$ cat src/rtl/nn_loop_sequencer_if.sv
// Bundle between the loop sequencer, its instruction memory and the downstream datapath.
// The master side is the sequencer; the slave side is whatever drives control and consumes ops.
interface nn_loop_sequencer_if #(
    parameter int INST_WIDTH     = 32,
    parameter int INST_MEM_DEPTH = 8,
    parameter int NU_COUNT       = 16,
    parameter int XY_MEM_DEPTH   = 10,
    parameter int W_MEM_DEPTH    = 12
) ();
    logic                      start;
    logic [INST_MEM_DEPTH-1:0] start_addr;
    logic                      stall;
    logic [INST_MEM_DEPTH-1:0] inst_addr;
    logic [INST_WIDTH-1:0]     inst_data;
    logic                      op_valid;
    logic [3:0]                op_code;
    logic [XY_MEM_DEPTH-1:0]   op_x_addr;
    logic [W_MEM_DEPTH-1:0]    op_w_addr;
    logic [NU_COUNT-1:0]       op_mac_sel;
    logic                      op_acc_loopback;
    logic [9:0]                op_length;
    logic                      busy;
    logic                      done;
    logic                      error;

    modport master (
        input  start, start_addr, stall, inst_data,
        output inst_addr, op_valid, op_code, op_x_addr, op_w_addr, op_mac_sel,
               op_acc_loopback, op_length, busy, done, error
    );

    modport slave (
        output start, start_addr, stall, inst_data,
        input  inst_addr, op_valid, op_code, op_x_addr, op_w_addr, op_mac_sel,
               op_acc_loopback, op_length, busy, done, error
    );
endinterface

$ cat src/rtl/nn_loop_sequencer.sv
// Instruction sequencer for the MAC array: fetches one instruction per cycle, issues datapath ops,
// and runs hardware nested loops whose per-level strides offset the x/w addresses.
module nn_loop_sequencer #(
    parameter int INST_WIDTH     = 32,
    parameter int INST_MEM_DEPTH = 8,
    parameter int NU_COUNT       = 16,
    parameter int XY_MEM_DEPTH   = 10,
    parameter int W_MEM_DEPTH    = 12,
    parameter int LOOP_DEPTH     = 4
) (
    input logic              clk,
    input logic              reset_n,
    nn_loop_sequencer_if.master bus
);
    localparam int SP_W    = $clog2(LOOP_DEPTH + 1);
    localparam int IDX_W   = (LOOP_DEPTH > 1) ? $clog2(LOOP_DEPTH) : 1;
    localparam int STACK_N = 1 << IDX_W;

    localparam logic [3:0] OP_NOP     = 4'd0;
    localparam logic [3:0] OP_MATMUL  = 4'd1;
    localparam logic [3:0] OP_LOADMAC = 4'd2;
    localparam logic [3:0] OP_ACCMOV  = 4'd3;
    localparam logic [3:0] OP_LOOP    = 4'd4;
    localparam logic [3:0] OP_ENDLOOP = 4'd5;
    localparam logic [3:0] OP_JUMP    = 4'd6;
    localparam logic [3:0] OP_HALT    = 4'd15;

    typedef enum logic [1:0] {IDLE, RUN, DONE, ERROR} state_t;

    typedef struct packed {
        logic [INST_MEM_DEPTH-1:0] start_pc;
        logic [11:0]               count;
        logic [7:0]                x_stride;
        logic [7:0]                w_stride;
        logic [XY_MEM_DEPTH-1:0]   saved_x;
        logic [W_MEM_DEPTH-1:0]    saved_w;
    } loop_entry_t;

    state_t                    state_q, state_d;
    logic [INST_MEM_DEPTH-1:0] pc_q, pc_d;
    logic [SP_W-1:0]           sp_q, sp_d;
    loop_entry_t               stack_q [STACK_N];
    loop_entry_t               stack_d [STACK_N];
    logic [XY_MEM_DEPTH-1:0]   x_off_q, x_off_d;
    logic [W_MEM_DEPTH-1:0]    w_off_q, w_off_d;
    logic                      skip_q, skip_d;
    logic [7:0]                skip_depth_q, skip_depth_d;
    logic                      op_valid_q, op_valid_d;
    logic [3:0]                op_code_q, op_code_d;
    logic [XY_MEM_DEPTH-1:0]   op_x_addr_q, op_x_addr_d;
    logic [W_MEM_DEPTH-1:0]    op_w_addr_q, op_w_addr_d;
    logic [NU_COUNT-1:0]       op_mac_sel_q, op_mac_sel_d;
    logic                      op_acc_loopback_q, op_acc_loopback_d;
    logic [9:0]                op_length_q, op_length_d;
    logic                      done_q, done_d;
    logic                      error_q, error_d;

    logic [INST_WIDTH-1:0] inst;
    logic [3:0]            opcode;
    logic [5:0]            mac_idx;
    logic [11:0]           loop_count;
    logic [IDX_W-1:0]      top_idx;
    logic [IDX_W-1:0]      push_idx;
    loop_entry_t           top;

    assign inst       = bus.inst_data;
    assign opcode     = inst[31:28];
    assign mac_idx    = inst[27:22];
    assign loop_count = inst[27:16];
    assign top_idx    = IDX_W'(sp_q - 1'b1);
    assign push_idx   = IDX_W'(sp_q);
    assign top        = stack_q[top_idx];

    assign bus.inst_addr       = pc_q;
    assign bus.op_valid        = op_valid_q;
    assign bus.op_code         = op_code_q;
    assign bus.op_x_addr       = op_x_addr_q;
    assign bus.op_w_addr       = op_w_addr_q;
    assign bus.op_mac_sel      = op_mac_sel_q;
    assign bus.op_acc_loopback = op_acc_loopback_q;
    assign bus.op_length       = op_length_q;
    assign bus.busy            = (state_q == RUN);
    assign bus.done            = done_q;
    assign bus.error           = error_q;

    always_comb begin
        state_d           = state_q;
        pc_d              = pc_q;
        sp_d              = sp_q;
        stack_d           = stack_q;
        x_off_d           = x_off_q;
        w_off_d           = w_off_q;
        skip_d            = skip_q;
        skip_depth_d      = skip_depth_q;
        op_valid_d        = op_valid_q;
        op_code_d         = op_code_q;
        op_x_addr_d       = op_x_addr_q;
        op_w_addr_d       = op_w_addr_q;
        op_mac_sel_d      = op_mac_sel_q;
        op_acc_loopback_d = op_acc_loopback_q;
        op_length_d       = op_length_q;
        done_d            = 1'b0;
        error_d           = error_q;

        case (state_q)
            RUN: begin
                if (!bus.stall) begin
                    op_valid_d        = 1'b0;
                    op_code_d         = '0;
                    op_x_addr_d       = '0;
                    op_w_addr_d       = '0;
                    op_mac_sel_d      = '0;
                    op_acc_loopback_d = 1'b0;
                    op_length_d       = '0;
                    pc_d              = pc_q + 1'b1;

                    // A zero-count loop scans forward to its matching ENDLOOP without issuing.
                    if (skip_q) begin
                        if (opcode == OP_LOOP) begin
                            skip_depth_d = skip_depth_q + 1'b1;
                        end else if (opcode == OP_ENDLOOP) begin
                            if (skip_depth_q == 8'd0) skip_d = 1'b0;
                            else                      skip_depth_d = skip_depth_q - 1'b1;
                        end
                    end else begin
                        case (opcode)
                            OP_NOP: ;
                            OP_MATMUL: begin
                                op_valid_d        = 1'b1;
                                op_code_d         = opcode;
                                op_acc_loopback_d = inst[27];
                                op_x_addr_d       = XY_MEM_DEPTH'(inst[21:12]) + x_off_q;
                                op_w_addr_d       = W_MEM_DEPTH'(inst[11:0]) + w_off_q;
                            end
                            OP_LOADMAC: begin
                                if ({1'b0, mac_idx} >= 7'(NU_COUNT)) begin
                                    state_d = ERROR;
                                    error_d = 1'b1;
                                    pc_d    = pc_q;
                                end else begin
                                    op_valid_d   = 1'b1;
                                    op_code_d    = opcode;
                                    op_mac_sel_d = NU_COUNT'(1) << mac_idx;
                                    op_x_addr_d  = XY_MEM_DEPTH'(inst[9:0]) + x_off_q;
                                    op_w_addr_d  = w_off_q;
                                end
                            end
                            OP_ACCMOV: begin
                                op_valid_d  = 1'b1;
                                op_code_d   = opcode;
                                op_length_d = inst[19:10];
                                op_x_addr_d = XY_MEM_DEPTH'(inst[9:0]) + x_off_q;
                                op_w_addr_d = w_off_q;
                            end
                            OP_LOOP: begin
                                if (loop_count == 12'd0) begin
                                    skip_d       = 1'b1;
                                    skip_depth_d = 8'd0;
                                end else if (sp_q == SP_W'(LOOP_DEPTH)) begin
                                    state_d = ERROR;
                                    error_d = 1'b1;
                                    pc_d    = pc_q;
                                end else begin
                                    stack_d[push_idx].start_pc = pc_q + 1'b1;
                                    stack_d[push_idx].count    = loop_count;
                                    stack_d[push_idx].x_stride = inst[15:8];
                                    stack_d[push_idx].w_stride = inst[7:0];
                                    stack_d[push_idx].saved_x  = x_off_q;
                                    stack_d[push_idx].saved_w  = w_off_q;
                                    sp_d = sp_q + 1'b1;
                                end
                            end
                            OP_ENDLOOP: begin
                                if (sp_q == '0) begin
                                    state_d = ERROR;
                                    error_d = 1'b1;
                                    pc_d    = pc_q;
                                end else if (top.count > 12'd1) begin
                                    stack_d[top_idx].count = top.count - 1'b1;
                                    x_off_d = x_off_q + XY_MEM_DEPTH'(top.x_stride);
                                    w_off_d = w_off_q + W_MEM_DEPTH'(top.w_stride);
                                    pc_d    = top.start_pc;
                                end else begin
                                    x_off_d = top.saved_x;
                                    w_off_d = top.saved_w;
                                    sp_d    = sp_q - 1'b1;
                                end
                            end
                            OP_JUMP: pc_d = INST_MEM_DEPTH'(inst[7:0]);
                            OP_HALT: begin
                                state_d = DONE;
                                done_d  = 1'b1;
                                pc_d    = pc_q;
                            end
                            default: begin
                                state_d = ERROR;
                                error_d = 1'b1;
                                pc_d    = pc_q;
                            end
                        endcase
                    end
                end
            end
            default: begin
                if (bus.start) begin
                    state_d           = RUN;
                    pc_d              = bus.start_addr;
                    sp_d              = '0;
                    x_off_d           = '0;
                    w_off_d           = '0;
                    skip_d            = 1'b0;
                    skip_depth_d      = 8'd0;
                    error_d           = 1'b0;
                    op_valid_d        = 1'b0;
                    op_code_d         = '0;
                    op_x_addr_d       = '0;
                    op_w_addr_d       = '0;
                    op_mac_sel_d      = '0;
                    op_acc_loopback_d = 1'b0;
                    op_length_d       = '0;
                end
            end
        endcase
    end

    always_ff @(posedge clk) begin
        if (!reset_n) begin
            state_q           <= IDLE;
            pc_q              <= '0;
            sp_q              <= '0;
            for (int i = 0; i < STACK_N; i++) stack_q[i] <= '0;
            x_off_q           <= '0;
            w_off_q           <= '0;
            skip_q            <= 1'b0;
            skip_depth_q      <= 8'd0;
            op_valid_q        <= 1'b0;
            op_code_q         <= '0;
            op_x_addr_q       <= '0;
            op_w_addr_q       <= '0;
            op_mac_sel_q      <= '0;
            op_acc_loopback_q <= 1'b0;
            op_length_q       <= '0;
            done_q            <= 1'b0;
            error_q           <= 1'b0;
        end else begin
            state_q           <= state_d;
            pc_q              <= pc_d;
            sp_q              <= sp_d;
            stack_q           <= stack_d;
            x_off_q           <= x_off_d;
            w_off_q           <= w_off_d;
            skip_q            <= skip_d;
            skip_depth_q      <= skip_depth_d;
            op_valid_q        <= op_valid_d;
            op_code_q         <= op_code_d;
            op_x_addr_q       <= op_x_addr_d;
            op_w_addr_q       <= op_w_addr_d;
            op_mac_sel_q      <= op_mac_sel_d;
            op_acc_loopback_q <= op_acc_loopback_d;
            op_length_q       <= op_length_d;
            done_q            <= done_d;
            error_q           <= error_d;
        end
    end
endmodule

$ cat src/flat_wrapper.sv
// flat-port wrapper written by rule: the top's interface ports become plain ports
module nn_loop_sequencer_flat 
#(
    parameter int INST_WIDTH     = 32,
    parameter int INST_MEM_DEPTH = 8,
    parameter int NU_COUNT       = 16,
    parameter int XY_MEM_DEPTH   = 10,
    parameter int W_MEM_DEPTH    = 12,
    parameter int LOOP_DEPTH     = 4
)
  (clk, reset_n, bus_start, bus_start_addr, bus_stall, bus_inst_data, bus_inst_addr, bus_op_valid, bus_op_code, bus_op_x_addr, bus_op_w_addr, bus_op_mac_sel, bus_op_acc_loopback, bus_op_length, bus_busy, bus_done, bus_error);
  nn_loop_sequencer_if #(.INST_WIDTH(INST_WIDTH), .INST_MEM_DEPTH(INST_MEM_DEPTH), .NU_COUNT(NU_COUNT), .XY_MEM_DEPTH(XY_MEM_DEPTH), .W_MEM_DEPTH(W_MEM_DEPTH)) bus_i ();
  input logic clk;
  input logic reset_n;
  input wire logic [$bits(bus_i.start)-1:0] bus_start;
  input wire logic [$bits(bus_i.start_addr)-1:0] bus_start_addr;
  input wire logic [$bits(bus_i.stall)-1:0] bus_stall;
  input wire logic [$bits(bus_i.inst_data)-1:0] bus_inst_data;
  output wire logic [$bits(bus_i.inst_addr)-1:0] bus_inst_addr;
  output wire logic [$bits(bus_i.op_valid)-1:0] bus_op_valid;
  output wire logic [$bits(bus_i.op_code)-1:0] bus_op_code;
  output wire logic [$bits(bus_i.op_x_addr)-1:0] bus_op_x_addr;
  output wire logic [$bits(bus_i.op_w_addr)-1:0] bus_op_w_addr;
  output wire logic [$bits(bus_i.op_mac_sel)-1:0] bus_op_mac_sel;
  output wire logic [$bits(bus_i.op_acc_loopback)-1:0] bus_op_acc_loopback;
  output wire logic [$bits(bus_i.op_length)-1:0] bus_op_length;
  output wire logic [$bits(bus_i.busy)-1:0] bus_busy;
  output wire logic [$bits(bus_i.done)-1:0] bus_done;
  output wire logic [$bits(bus_i.error)-1:0] bus_error;
  assign bus_i.start = bus_start;
  assign bus_i.start_addr = bus_start_addr;
  assign bus_i.stall = bus_stall;
  assign bus_i.inst_data = bus_inst_data;
  assign bus_inst_addr = bus_i.inst_addr;
  assign bus_op_valid = bus_i.op_valid;
  assign bus_op_code = bus_i.op_code;
  assign bus_op_x_addr = bus_i.op_x_addr;
  assign bus_op_w_addr = bus_i.op_w_addr;
  assign bus_op_mac_sel = bus_i.op_mac_sel;
  assign bus_op_acc_loopback = bus_i.op_acc_loopback;
  assign bus_op_length = bus_i.op_length;
  assign bus_busy = bus_i.busy;
  assign bus_done = bus_i.done;
  assign bus_error = bus_i.error;
  nn_loop_sequencer #(.INST_WIDTH(INST_WIDTH), .INST_MEM_DEPTH(INST_MEM_DEPTH), .NU_COUNT(NU_COUNT), .XY_MEM_DEPTH(XY_MEM_DEPTH), .W_MEM_DEPTH(W_MEM_DEPTH), .LOOP_DEPTH(LOOP_DEPTH)) u_core (.clk(clk), .reset_n(reset_n), .bus(bus_i));
endmodule
$ cat config.mk
export PLATFORM = sky130hd
export DESIGN_NAME = nn_loop_sequencer_flat
export DESIGN_NICKNAME = d
export VERILOG_FILES = /design/src/rtl/nn_loop_sequencer_if.sv /design/src/rtl/nn_loop_sequencer.sv /design/src/flat_wrapper.sv
export SDC_FILE = /design/constraint.sdc
export NUM_CORES = 1
export LEC_CHECK = 0
export ABC_AREA = 1
export BUFFER_PORTS_ARGS = -buffer_cell sky130_fd_sc_hd__buf_2
export CORE_UTILIZATION = 60
export CTS_CLUSTER_DIAMETER = 120
export DETAILED_ROUTE_END_ITERATION = 6
export PLACE_DENSITY = 0.83
export SYNTH_ARGS = -nofsm -noshare
export SYNTH_HDL_FRONTEND = slang
export SYNTH_SLANG_ARGS = --single-unit
$ cat constraint.sdc
create_clock -name clk -period 9.85 [get_ports clk]
set_clock_uncertainty 0.2 [all_clocks]
set_input_delay 0.4925 -clock clk [delete_from_list [all_inputs] [get_ports clk]]
set_output_delay 0.4925 -clock clk [all_outputs]
set_load 0.02 [all_outputs]
==> results.ini <==
[critical_path]
path_delay_family=simple AND/OR/NAND/NOR gates
regToRegSetupSlack_ns=4.52
timing.rr.start=u_core.sp_q[0]
worstPathCellList=inv_4 -> ha_2 -> inv_4 -> a21oi_1 -> a32oi_2 -> ha_1 -> nor2_1 -> nor2_2 -> nand3_4 -> nor2_4 -> nor3_4 -> buf_4 -> nand2_4 -> nand2_1 -> a21oi_1
crit_path_start_kind=register
crit_path_max_fanout=68
cp_num_cells=15
cp_slowest_cell=dfxtp_4
crit_arrival_ns=5.54
slowest_delay_ns=0.84
critPathBufInv=3
cp-end-kind=register
crit_type=register to register
reg2reg_depth=15
worstPathRequired_ns=10.07
worstReg2RegEnd=u_core.stack_q[218]

[timing]
relSlewSlack_pct=28.07
final_max_slew_viol_count=0
rsz0062_at_grt=no
finalCritPeriodShare_pct=54.09
finalHoldViolCount=0
finalSetupTns_ns=0
max_slew.worst_pin.slew_ns=1.078
hold_slack_ns=0.05283
fmax_mhz=187.7
setup_viol=0
finalCriticalPeriod_ns=5.328

[placement]
dp_hpwl_um=38500
numPortBuffers=108
place_congestion=1.032
dp.cells=2988

[min_path]
hold_start=bus_inst_data[16]
min_path_type=input port to register
hold-path-endpoint=u_core.bus.op_length[6]
min_path_cells=3

[floorplan]
core_area_um2=29090
die_height_um=175.0
io_pins=109
rows=62
die_w_um=175.0
initial_core_util_pct=61.74
dieArea_um2=30630

[clock_tree]
cts-root-buf=clkbuf_16
cts.sinks=332
cts_resized=0
clk_pin_slew_ns=0.07
cts_made_buffers=37
cts_htree_levels=2
ctsHoldBuffers=0
cts_setup_buffers=0
clk_latency_ns=0.55
cts_tree=done
clk_path_buf_depth=3

[flow_run]
maxCapViolations=0

[yosys]
yosysWarnings=0
synth_seq_area_share_pct=37.01
synth-edff-count=0
synth_cells=2630
synth.area.top_cells=dfxtp_1 (37%), a21oi_1 (11%), nand2_1 (10%)
syn-num-nets=2742
synth-seq-cells=332
syn_area_um2=17960
synth_cell_type_count=53
ys_async_sr_fraction_pct=0
avgSynthCellArea_um2=6.829
synth_top_area_share_pct=37.01
yosys.area.top_type=dfxtp_1
synth_top_flop_cell=dfxtp_1

[pwr]
power_switching_mw=1.118
pwr-share-clk_pct=40.3
p_per_area_nw_per_um2=176.3
swShare_pct=32.27
power_frac_comb_pct=19.9
p_int_mw=2.346
peakVddDrop_uv=148.1
power_frac_seq_pct=39.9
p_leak_nw=8.103

[global_routing]
use_met2_pct=58.13
antenna_found_initial=1
gr-usage-all-layers_pct=36.68
grtUsageMet3_pct=5.701
grt_max_degree=93
grt_pass1_vias=16760
use_met1_pct=46.76
grt.busiest_layer=met2
grt-ovfl-total=0
grt_pass1_wl_um=89620

[route]
final_antenna_net_count=0
wl_um=57440
via_per_inst=5.936
wl_per_cell_um=18.81
drtIter0Drc=1849
vias=18130
firstDrtPassIters=6
drc=0

[cells_and_area]
multi_input_area_um2=9493
fillers=2540
area_growth_pct=9.412
final_nets=2755
stdcell_count=3054
drive_above_1_share_pct=8.846
seq_area_um2=6650

[run_status]
status=finished clean

## worst reg2reg max path: cells and delay by family (launching register included)
kind / cells / cell delay [ns]
compound gates: 3 / 0.75
simple gates: 7 / 1.45
flops: 1 / 0.84
fa+ha+maj: 2 / 0.69
buf+inv: 3 / 1.27
## power groups by stage
stage          logic (mW)  registers [mW]  clock network [mW]
2_1_floorplan       0.470            1.40                   0
4_1_cts             0.668            1.38                1.40
5_1_grt             0.738            1.38                1.45
3_3_place_gp        0.658            1.41                   0
6_report            0.689            1.38                1.40
3_5_place_dp        0.663            1.41                   0
## cell usage in the layout, fill, tap and decap left out, types with 3 or more instances in the layout
master and instances:
a211oi_1 7, a21o_1 5, a21oi_1 409, a22oi_1 4, buf_2 107, buf_4 16, clkbuf_1 6, clkbuf_16 37
clkbuf_8 8, clkinv_1 4, clkinv_2 5, dfxtp_1 331, fa_1 6, ha_1 61, inv_1 289, inv_2 4
nand2_1 482, nand2_2 14, nand2_4 3, nand3_1 110, nand4_1 16, nor2_1 217, nor2_4 5, nor3_1 16
nor4_1 5, o211ai_1 28, o21a_1 5, o21ai_0 338, o21ai_1 3, o21bai_1 5, o22ai_1 31, or2_2 11
xnor2_1 9, xor2_1 31
## layout make-up
type	count	area share, %
multi-input cells	1849	48.31
flip-flops and latches	332	33.84
inverters	300	5.763
clock buffers	51	5.387
repair buffers	123	3.337
well taps	384	2.445
clock inverters	13	0.8914
diodes	2	0.02547
## per-stage QoR
step	power [mW]	utilization (%)	cell area, µm²	worst slack, ns
floorplan	1.874	-	17960	4.715
global placement	2.066	63.29	18410	4.780
detailed placement	2.072	63.29	18410	4.690
CTS	3.444	67.53	19650	4.655
global route	3.572	67.53	19650	4.196
finish	3.464	67.55	19650	4.522
## worst max path at each step
stage,end,start,slack (ns)
after floorplan,u_core.w_off_q[6],u_core.sp_q[0],4.72
after global placement,u_core.stack_q[49],u_core.sp_q[0],4.78
after detailed placement,u_core.stack_q[49],u_core.sp_q[0],4.69
after CTS,u_core.stack_q[218],u_core.sp_q[0],4.65
after global routing,u_core.stack_q[49],u_core.sp_q[0],4.20
final,u_core.stack_q[218],u_core.sp_q[0],4.52
## synthesized netlist by cell type, types with 4 or more instances
cell	number
o21ai_0	338
o21bai_1	5
clkinv_1	5
a22oi_1	4
inv_1	290
nand4_1	16
ha_1	62
clkbuf_1	93
nor2_4	4
buf_4	8
buf_1	5
a21o_1	5
a21oi_1	409
nand3_1	110
nor2_1	218
nand2_2	11
o211ai_1	28
xor2_1	31
xnor2_1	9
o21a_1	5
or2_2	11
fa_1	6
dfxtp_1	332
buf_2	31
buf_6	12
nor4_1	6
nor3_1	17
a211oi_1	7
nand2_1	485
o22ai_1	31
## per-layer routing
layer | vias to the layer above | share of wire (%)
li1 | 8735 | -
met1 | 8300 | 41
met2 | 892 | 45
met3 | 202 | 8.2
met4 | 0 | 6.3
met5 | - | 0
## cell families after synthesis
kind of cell / Yosys count / share of synthesized area (%)
xor+xnor: 40 / 1.951
fa+ha+maj: 68 / 4.988
flops: 332 / 37.01
buf+inv: 449 / 10.30
simple gates: 890 / 20.73
compound gates: 851 / 25.02
## flip-flops by register name, indices dropped and copies added, names as in the netlist, 2 cells and up
register               cells
u_core.w_off_q            12
u_core.x_off_q            10
u_core.bus.op_x_addr      10
u_core.bus.op_mac_sel     16
u_core.bus.inst_addr       8
u_core.bus.op_w_addr      12
u_core.skip_depth_q        8
u_core.stack_q           232
u_core.bus.op_length      10
u_core.sp_q                3
u_core.state_q             2
u_core.bus.op_code         4
(Power assumes the default switching activity.)
